===== src/rtl/i2s_tx.sv =====
// -----------------------------------------------------------------------------
// i2s_tx : stereo I2S (Philips format) audio transmitter with a sample FIFO.
//
// CPU writes push 16-bit {left, right} sample pairs into a FIFO. One pair is
// popped at the start of every 64-bit frame and shifted out MSB first, one bit
// after the word-select edge. If the FIFO is empty at a frame start, silence is
// sent and an underrun is reported.
//
// Ports
//   clk, nreset   system clock, asynchronous active-low reset
//   enable        1 = run the serial clocks and transmit, 0 = idle (outputs 0)
//   flush         1-cycle pulse: empty the FIFO and clear the underrun count
//   wr_data       sample pair {left[31:16], right[15:0]}, two's complement
//   wr_valid      push wr_data this cycle (accepted only while wr_ready)
//   wr_ready      FIFO not full
//   fifo_level    sample pairs currently stored
//   sample_req    registered, high while fifo_level < REQ_LEVEL
//   underrun      1-cycle pulse when a frame starts with the FIFO empty
//   underrun_cnt  saturating underrun count
//   i2s_mclk, i2s_sclk, i2s_lrclk, i2s_sdin   I2S bus (lrclk 0 = left slot)
// -----------------------------------------------------------------------------
module i2s_tx #(
  parameter int FIFO_DEPTH = 16,
  parameter int REQ_LEVEL  = 4,
  parameter int MCLK_HALF  = 2,
  parameter int SCLK_HALF  = 8
) (
  input  logic                            clk,
  input  logic                            nreset,
  input  logic                            enable,
  input  logic                            flush,
  input  logic [31:0]                     wr_data,
  input  logic                            wr_valid,
  output logic                            wr_ready,
  output logic [$clog2(FIFO_DEPTH+1)-1:0] fifo_level,
  output logic                            sample_req,
  output logic                            underrun,
  output logic [7:0]                      underrun_cnt,
  output logic                            i2s_mclk,
  output logic                            i2s_sclk,
  output logic                            i2s_lrclk,
  output logic                            i2s_sdin
);

  localparam int LW  = $clog2(FIFO_DEPTH + 1);
  localparam int AW  = $clog2(FIFO_DEPTH);
  localparam int MCW = (MCLK_HALF > 1) ? $clog2(MCLK_HALF) : 1;
  localparam int SCW = (SCLK_HALF > 1) ? $clog2(SCLK_HALF) : 1;

  localparam logic [LW-1:0]  DEPTH_L = LW'(FIFO_DEPTH);
  localparam logic [LW-1:0]  REQ_L   = LW'(REQ_LEVEL);
  localparam logic [MCW-1:0] MCLK_TC = MCW'(MCLK_HALF - 1);
  localparam logic [SCW-1:0] SCLK_TC = SCW'(SCLK_HALF - 1);

  typedef enum logic {ST_IDLE, ST_RUN} state_t;

  state_t          state_q, state_d;
  logic            restart;

  logic [31:0]     mem [FIFO_DEPTH];
  logic [AW-1:0]   wr_ptr, rd_ptr;
  logic [LW-1:0]   level_d;
  logic            push, pop, starve;

  logic [MCW-1:0]  mclk_cnt;
  logic [SCW-1:0]  sclk_cnt;
  logic [5:0]      bit_cnt, bit_nxt;
  logic            sclk_fall, frame_start;
  logic [31:0]     frame;
  logic [4:0]      left_idx, right_idx;
  logic            sdin_d;

  // ---------------------------------------------------------------------------
  // Run/idle control. Leaving idle restarts the serial clocks mid-high-phase of
  // bit 63 so the first SCLK falling edge opens a fresh frame.
  // ---------------------------------------------------------------------------
  // NOTE: sequential state uses non-blocking assignments so every register
  // samples the pre-edge values regardless of block evaluation order.
  always_ff @(posedge clk or negedge nreset) begin
    if (!nreset) state_q <= ST_IDLE;
    else         state_q <= state_d;
  end

  // NOTE: every signal written here gets a default first, so no path leaves
  // it unassigned and no latch is inferred.
  always_comb begin
    state_d = state_q;
    restart = 1'b0;
    case (state_q)
      ST_IDLE: if (enable) begin
        state_d = ST_RUN;
        restart = 1'b1;
      end
      ST_RUN:  if (!enable) state_d = ST_IDLE;
      default: state_d = ST_IDLE;
    endcase
  end

  // ---------------------------------------------------------------------------
  // Frame timing strobes
  // ---------------------------------------------------------------------------
  assign sclk_fall   = (state_q == ST_RUN) && enable && (sclk_cnt == SCLK_TC) && i2s_sclk;
  assign bit_nxt     = bit_cnt + 6'd1;
  assign frame_start = sclk_fall && (bit_nxt == 6'd0);

  // ---------------------------------------------------------------------------
  // Sample FIFO. wr_ready depends only on the registered level.
  // ---------------------------------------------------------------------------
  assign wr_ready = (fifo_level != DEPTH_L);
  assign push     = wr_valid && wr_ready;
  assign pop      = frame_start && (fifo_level != '0);
  assign starve   = frame_start && (fifo_level == '0);

  always_comb begin
    level_d = fifo_level;
    if (flush) begin
      level_d = '0;
    end else begin
      case ({push, pop})
        2'b10:   level_d = fifo_level + LW'(1);
        2'b01:   level_d = fifo_level - LW'(1);
        default: level_d = fifo_level;
      endcase
    end
  end

  always_ff @(posedge clk or negedge nreset) begin
    if (!nreset) begin
      wr_ptr     <= '0;
      rd_ptr     <= '0;
      fifo_level <= '0;
    end else if (flush) begin
      wr_ptr     <= '0;
      rd_ptr     <= '0;
      fifo_level <= '0;
    end else begin
      if (push) wr_ptr <= wr_ptr + AW'(1);
      if (pop)  rd_ptr <= rd_ptr + AW'(1);
      fifo_level <= level_d;
    end
  end

  // NOTE: the storage array has no reset; the pointers and level define which
  // entries are valid, so clearing the data would only cost reset routing.
  always_ff @(posedge clk) begin
    if (push) mem[wr_ptr] <= wr_data;
  end

  // ---------------------------------------------------------------------------
  // Status: request, underrun pulse and saturating count
  // ---------------------------------------------------------------------------
  always_ff @(posedge clk or negedge nreset) begin
    if (!nreset) begin
      sample_req   <= 1'b0;
      underrun     <= 1'b0;
      underrun_cnt <= '0;
    end else begin
      sample_req <= (level_d < REQ_L);
      underrun   <= starve;
      if (flush)                                underrun_cnt <= '0;
      else if (starve && underrun_cnt != 8'hFF) underrun_cnt <= underrun_cnt + 8'd1;
    end
  end

  // ---------------------------------------------------------------------------
  // Serial data selection for the bit about to be presented. Left occupies
  // bits 1..16 and right bits 33..48 (one-bit delay after each LRCLK edge).
  // ---------------------------------------------------------------------------
  always_comb begin
    sdin_d    = 1'b0;
    left_idx  = 5'(6'd32 - bit_nxt);
    right_idx = 5'(6'd48 - bit_nxt);
    if (bit_nxt >= 6'd1 && bit_nxt <= 6'd16)       sdin_d = frame[left_idx];
    else if (bit_nxt >= 6'd33 && bit_nxt <= 6'd48) sdin_d = frame[right_idx];
  end

  // The frame register keeps its content across idle periods; bit 63 always
  // presents 0, so a stale word is never shifted out after a restart.
  always_ff @(posedge clk or negedge nreset) begin
    if (!nreset)          frame <= '0;
    else if (frame_start) frame <= pop ? mem[rd_ptr] : '0;
  end

  // ---------------------------------------------------------------------------
  // Serial clock generation and bit counter
  // ---------------------------------------------------------------------------
  always_ff @(posedge clk or negedge nreset) begin
    if (!nreset) begin
      mclk_cnt  <= '0;
      sclk_cnt  <= '0;
      bit_cnt   <= '0;
      i2s_mclk  <= 1'b0;
      i2s_sclk  <= 1'b0;
      i2s_lrclk <= 1'b0;
      i2s_sdin  <= 1'b0;
    end else if (!enable) begin
      mclk_cnt  <= '0;
      sclk_cnt  <= '0;
      bit_cnt   <= '0;
      i2s_mclk  <= 1'b0;
      i2s_sclk  <= 1'b0;
      i2s_lrclk <= 1'b0;
      i2s_sdin  <= 1'b0;
    end else if (restart) begin
      mclk_cnt  <= '0;
      sclk_cnt  <= '0;
      bit_cnt   <= 6'd63;
      i2s_mclk  <= 1'b0;
      i2s_sclk  <= 1'b1;
      i2s_lrclk <= 1'b1;
      i2s_sdin  <= 1'b0;
    end else begin
      if (mclk_cnt == MCLK_TC) begin
        mclk_cnt <= '0;
        i2s_mclk <= ~i2s_mclk;
      end else begin
        mclk_cnt <= mclk_cnt + MCW'(1);
      end

      if (sclk_cnt == SCLK_TC) begin
        sclk_cnt <= '0;
        i2s_sclk <= ~i2s_sclk;
      end else begin
        sclk_cnt <= sclk_cnt + SCW'(1);
      end

      if (sclk_fall) begin
        bit_cnt   <= bit_nxt;
        i2s_lrclk <= bit_nxt[5];
        i2s_sdin  <= sdin_d;
      end
    end
  end

endmodule


===== config.mk =====
export PLATFORM = sky130hd
export DESIGN_NAME = i2s_tx
export DESIGN_NICKNAME = d
export VERILOG_FILES = /design/src/rtl/i2s_tx.sv
export SDC_FILE = /design/constraint.sdc
export NUM_CORES = 1
export LEC_CHECK = 0
export CAP_MARGIN = 10
export CORE_MARGIN = 8
export CORE_UTILIZATION = 30
export DETAILED_ROUTE_END_ITERATION = 12
export GPL_TIMING_DRIVEN = 0
export MAX_ROUTING_LAYER = met4
export SYNTH_ARGS = -nofsm -noshare
export SYNTH_HDL_FRONTEND = slang
export SYNTH_SLANG_ARGS = --single-unit

===== constraint.sdc =====
create_clock -name clk -period 5.2 [get_ports clk]
set_input_delay 0.52 -clock clk [delete_from_list [all_inputs] [get_ports clk]]
set_output_delay 0.52 -clock clk [all_outputs]
set_load 0.005 [all_outputs]

==> results_dict.tcl <==
set metrics [dict create \
    outcome "finished clean" \
    coreArea_um2 75800 \
    power_frac_seq 0.525 \
    io_buffer_count 56 \
    reg2reg_slack_ps 930 \
    rows 101 \
    path_clk_slew_ps 60 \
    clock-sinks 581 \
    drtIter0Drc 1072 \
    drive_above_1_share 0.265 \
    finalSetupViolCount 0 \
    syn_area_um2 23000 \
    worst_slack_ps 932 \
    clock_latency_ps 630 \
    yosysSeqAreaShare 0.745 \
    ys_types 50 \
    drt-vias-per-instance 4.89 \
    syn_nets 1118 \
    tritoncts "built" \
    dr.max_layer_used "met4" \
    skew_ps 16.0 \
    fin_util 0.361 \
    die_w_um 293 \
    grt_max_degree 49 \
    ys.flop_type "edfxtp_1" \
    hold_viol_final 0 \
    met3_length_um 2750 \
    synth_edf_count 512 \
    final_cell_mix "edfxtp_1, mux4_2, dfrtp_1" \
    critPathKind "flop to flop" \
    synthTopCellsByArea "edfxtp_1, mux4_2, dfrtp_1, a22o_1, ha_1" \
    nets 1265 \
    globalRoute.totalOverflow 0 \
    place_ws_ps 601 \
    ir_drop_mv 0.286 \
    leakage_uw 0.00872 \
    dieArea_um2 85600 \
    cts_root_buffer "clkbuf_16" \
    min_period_ps 4270 \
    fmax_mhz 234 \
    cts_buffers 59 \
    maxSlewViolCount 0 \
    final_common_cell "edfxtp_1" \
    synth.avg_cell_area_um2 21.5 \
    routabilityCongestion 0.757 \
    yosys_warnings 0 \
    htreeDepth 2 \
    crit_path_end_kind "flop" \
    slowest_stage "dfrtp_1" \
    holdWs_ps 331 \
    switchingPower_uw 1970 \
    drtAntennaViolNets 0 \
    cts-resized-gates 0 \
    initial_utilization 0.303 \
    wl_met2_um 24700 \
    die_h_um 293 \
    slew_headroom 0.277 \
    clockPowerShare 0.445 \
    critPathArrivalTime_ps 4800 \
    syn_inst 1066 \
    p_int_uw 7850 \
    tightestPinTransition_ps 1080 \
    clockBufferDepth 3 \
    startpoint_type "flop" \
    holdCritPathClass "input port to asynchronous set/reset pin" \
    drt_first_pass_iters 5 \
    power_frac_comb 0.030 \
    antenna_found_initial 2 \
    netlist.area_leader.share 0.670 \
    grt_pass1_vias 11400 \
    cpPeakStageDelay_ps 620 \
    power_uw 9820 \
    wire_per_inst_um 22.9 \
    required_ps 5730 \
    io_pins 57 \
    async_reset_ff_frac 0.119 \
    switching_share 0.201 \
    path_max_fanout 11 \
    gr-usage-all-layers 0.122 \
    cap_viol_max_count 0 \
    cellPowerDensity_nw_per_um2 358 \
    vias 11000 \
    rsz0062_at_grt "no" \
    layoutNonFillerInstCount 2244 \
    hpwl_um 33300 \
    drc 0 \
    yosysTopAreaCell "edfxtp_1" \
    crit_chain "ha_1, buf_4, and2_4, a21o_1, a31o_2, nand3_1, inv_2, buf_2, ha_1, clkbuf_1, xor2_1, ha_1, a21o_1, nand2_1, a21o_1, a21oi_1, xnor2_1, nor2_1, nor3_1" \
    met1_length_um 22900 \
    placedCellCount 2129 \
    grt_pass1_wl_um 76500 \
    area_growth_pct 19.4 \
    drt_wl_total_um 51300 \
    finalCritPeriodShare 0.821 \
    fill_cells 6888 \
    synth_seq_cells 581 \
]
-- power groups by stage --
stage          logic (µW)  registers [µW]  clock network [µW]
2_1_floorplan         122            5250                   0
3_3_place_gp          258            5260                   0
3_5_place_dp          296            5250                   0
4_1_cts               298            5160                4460
5_1_grt               319            5160                4650
6_report              292            5160                4370
-- cell usage after synthesis (5+ instances only) --
master and count:
mux4_1 6, and3_1 6, dfrtp_1 69, clkbuf_1 23
nor3_1 13, a21boi_0 6, nand2_1 21, xnor2_1 17
ha_1 15, nor2_1 43, mux4_2 160, nand2b_1 5
a21oi_1 11, buf_2 15, nand3_1 6, o21ai_0 7
mux2i_1 7, a22o_1 32, edfxtp_1 512, xor2_1 7
buf_6 11, buf_1 10, inv_1 9, a21o_1 6
-- sequential cells by signal (all words and copies together), names as in the netlist, 3 cells and up --
| signal | cells |
|---|---|
| sclk_cnt | 3 |
| wr_ptr | 4 |
| mem | 512 |
| fifo_level | 5 |
| frame | 32 |
| rd_ptr | 4 |
| bit_cnt | 5 |
| underrun_cnt | 8 |
-- final timing paths --
kind | startpoint | end | depth (start not counted)
setup / recovery | bit_cnt[0]$_DFFE_PN0P_ | sample_req$_DFF_PN0_ | 19
hold / removal | nreset | underrun$_DFF_PN0_ | 2
setup reg to reg | bit_cnt[0]$_DFFE_PN0P_ | sample_req$_DFF_PN0_ | 19
hold reg to reg | sclk_cnt[0]$_DFF_PN0_ | sclk_cnt[0]$_DFF_PN0_ | 1
min in group clk | sclk_cnt[0]$_DFF_PN0_ | sclk_cnt[0]$_DFF_PN0_ | 1
max in group asynchronous | nreset | frame[8]$_DFFE_PN0P_ | 3
-- routing by layer --
layer / vias up / GRT usage
met3: 61 / 0.0241
met1: 5920 / 0.163
met5: - / -
li1: 4736 / -
met2: 255 / 0.193
met4: 0 / 0.0301
-- per-stage QoR --
step,instance area (µm²),TNS [ps]
after floorplan,23000,0
after global placement,24700,-287260
after detailed placement,25300,0
after CTS,27400,0
after global routing,27400,0
final,27400,0
-- worst max-delay path, delay by kind of cell, from the launching register on --
kind | cells | cell delay [ps]
AOI/OAI and AO/OA | 5 | 800
xor gates and xnor gates | 2 | 320
adders and majority gates | 3 | 630
buffers and inverters | 4 | 1100
DFF | 1 | 620
and+or+nand+nor | 5 | 690
-- repair_timing --
action	4_1_cts	5_1_grt
hold endpoints to repair	21	0
setup endpoints to repair	0	0
hold buffers	1	0
buffers inserted	0	0
-- area by class of cell --
class                   instances  area, µm²  area share
clock buffers                  84       1670      0.0610
well taps                     978       1220      0.0447
diodes                          2       5.00    0.000183
multi-input cells             412       5560       0.203
inverters                      10       37.5     0.00137
plain buffers                  63        365      0.0133
clock inverters                28        365      0.0133
flip-flops and latches        581      17100       0.624
repair buffers                 86       1070      0.0390
-- cells by family after synthesis --
group,after synthesis,share of synthesized area
compound gates,76,0.0256
xor+xnor,24,0.00916
buf+inv,73,0.0176
mux,177,0.169
fa+ha+maj,15,0.00818
simple gates,120,0.0255
flops,581,0.745
Power figures use the tool's default switching activity.
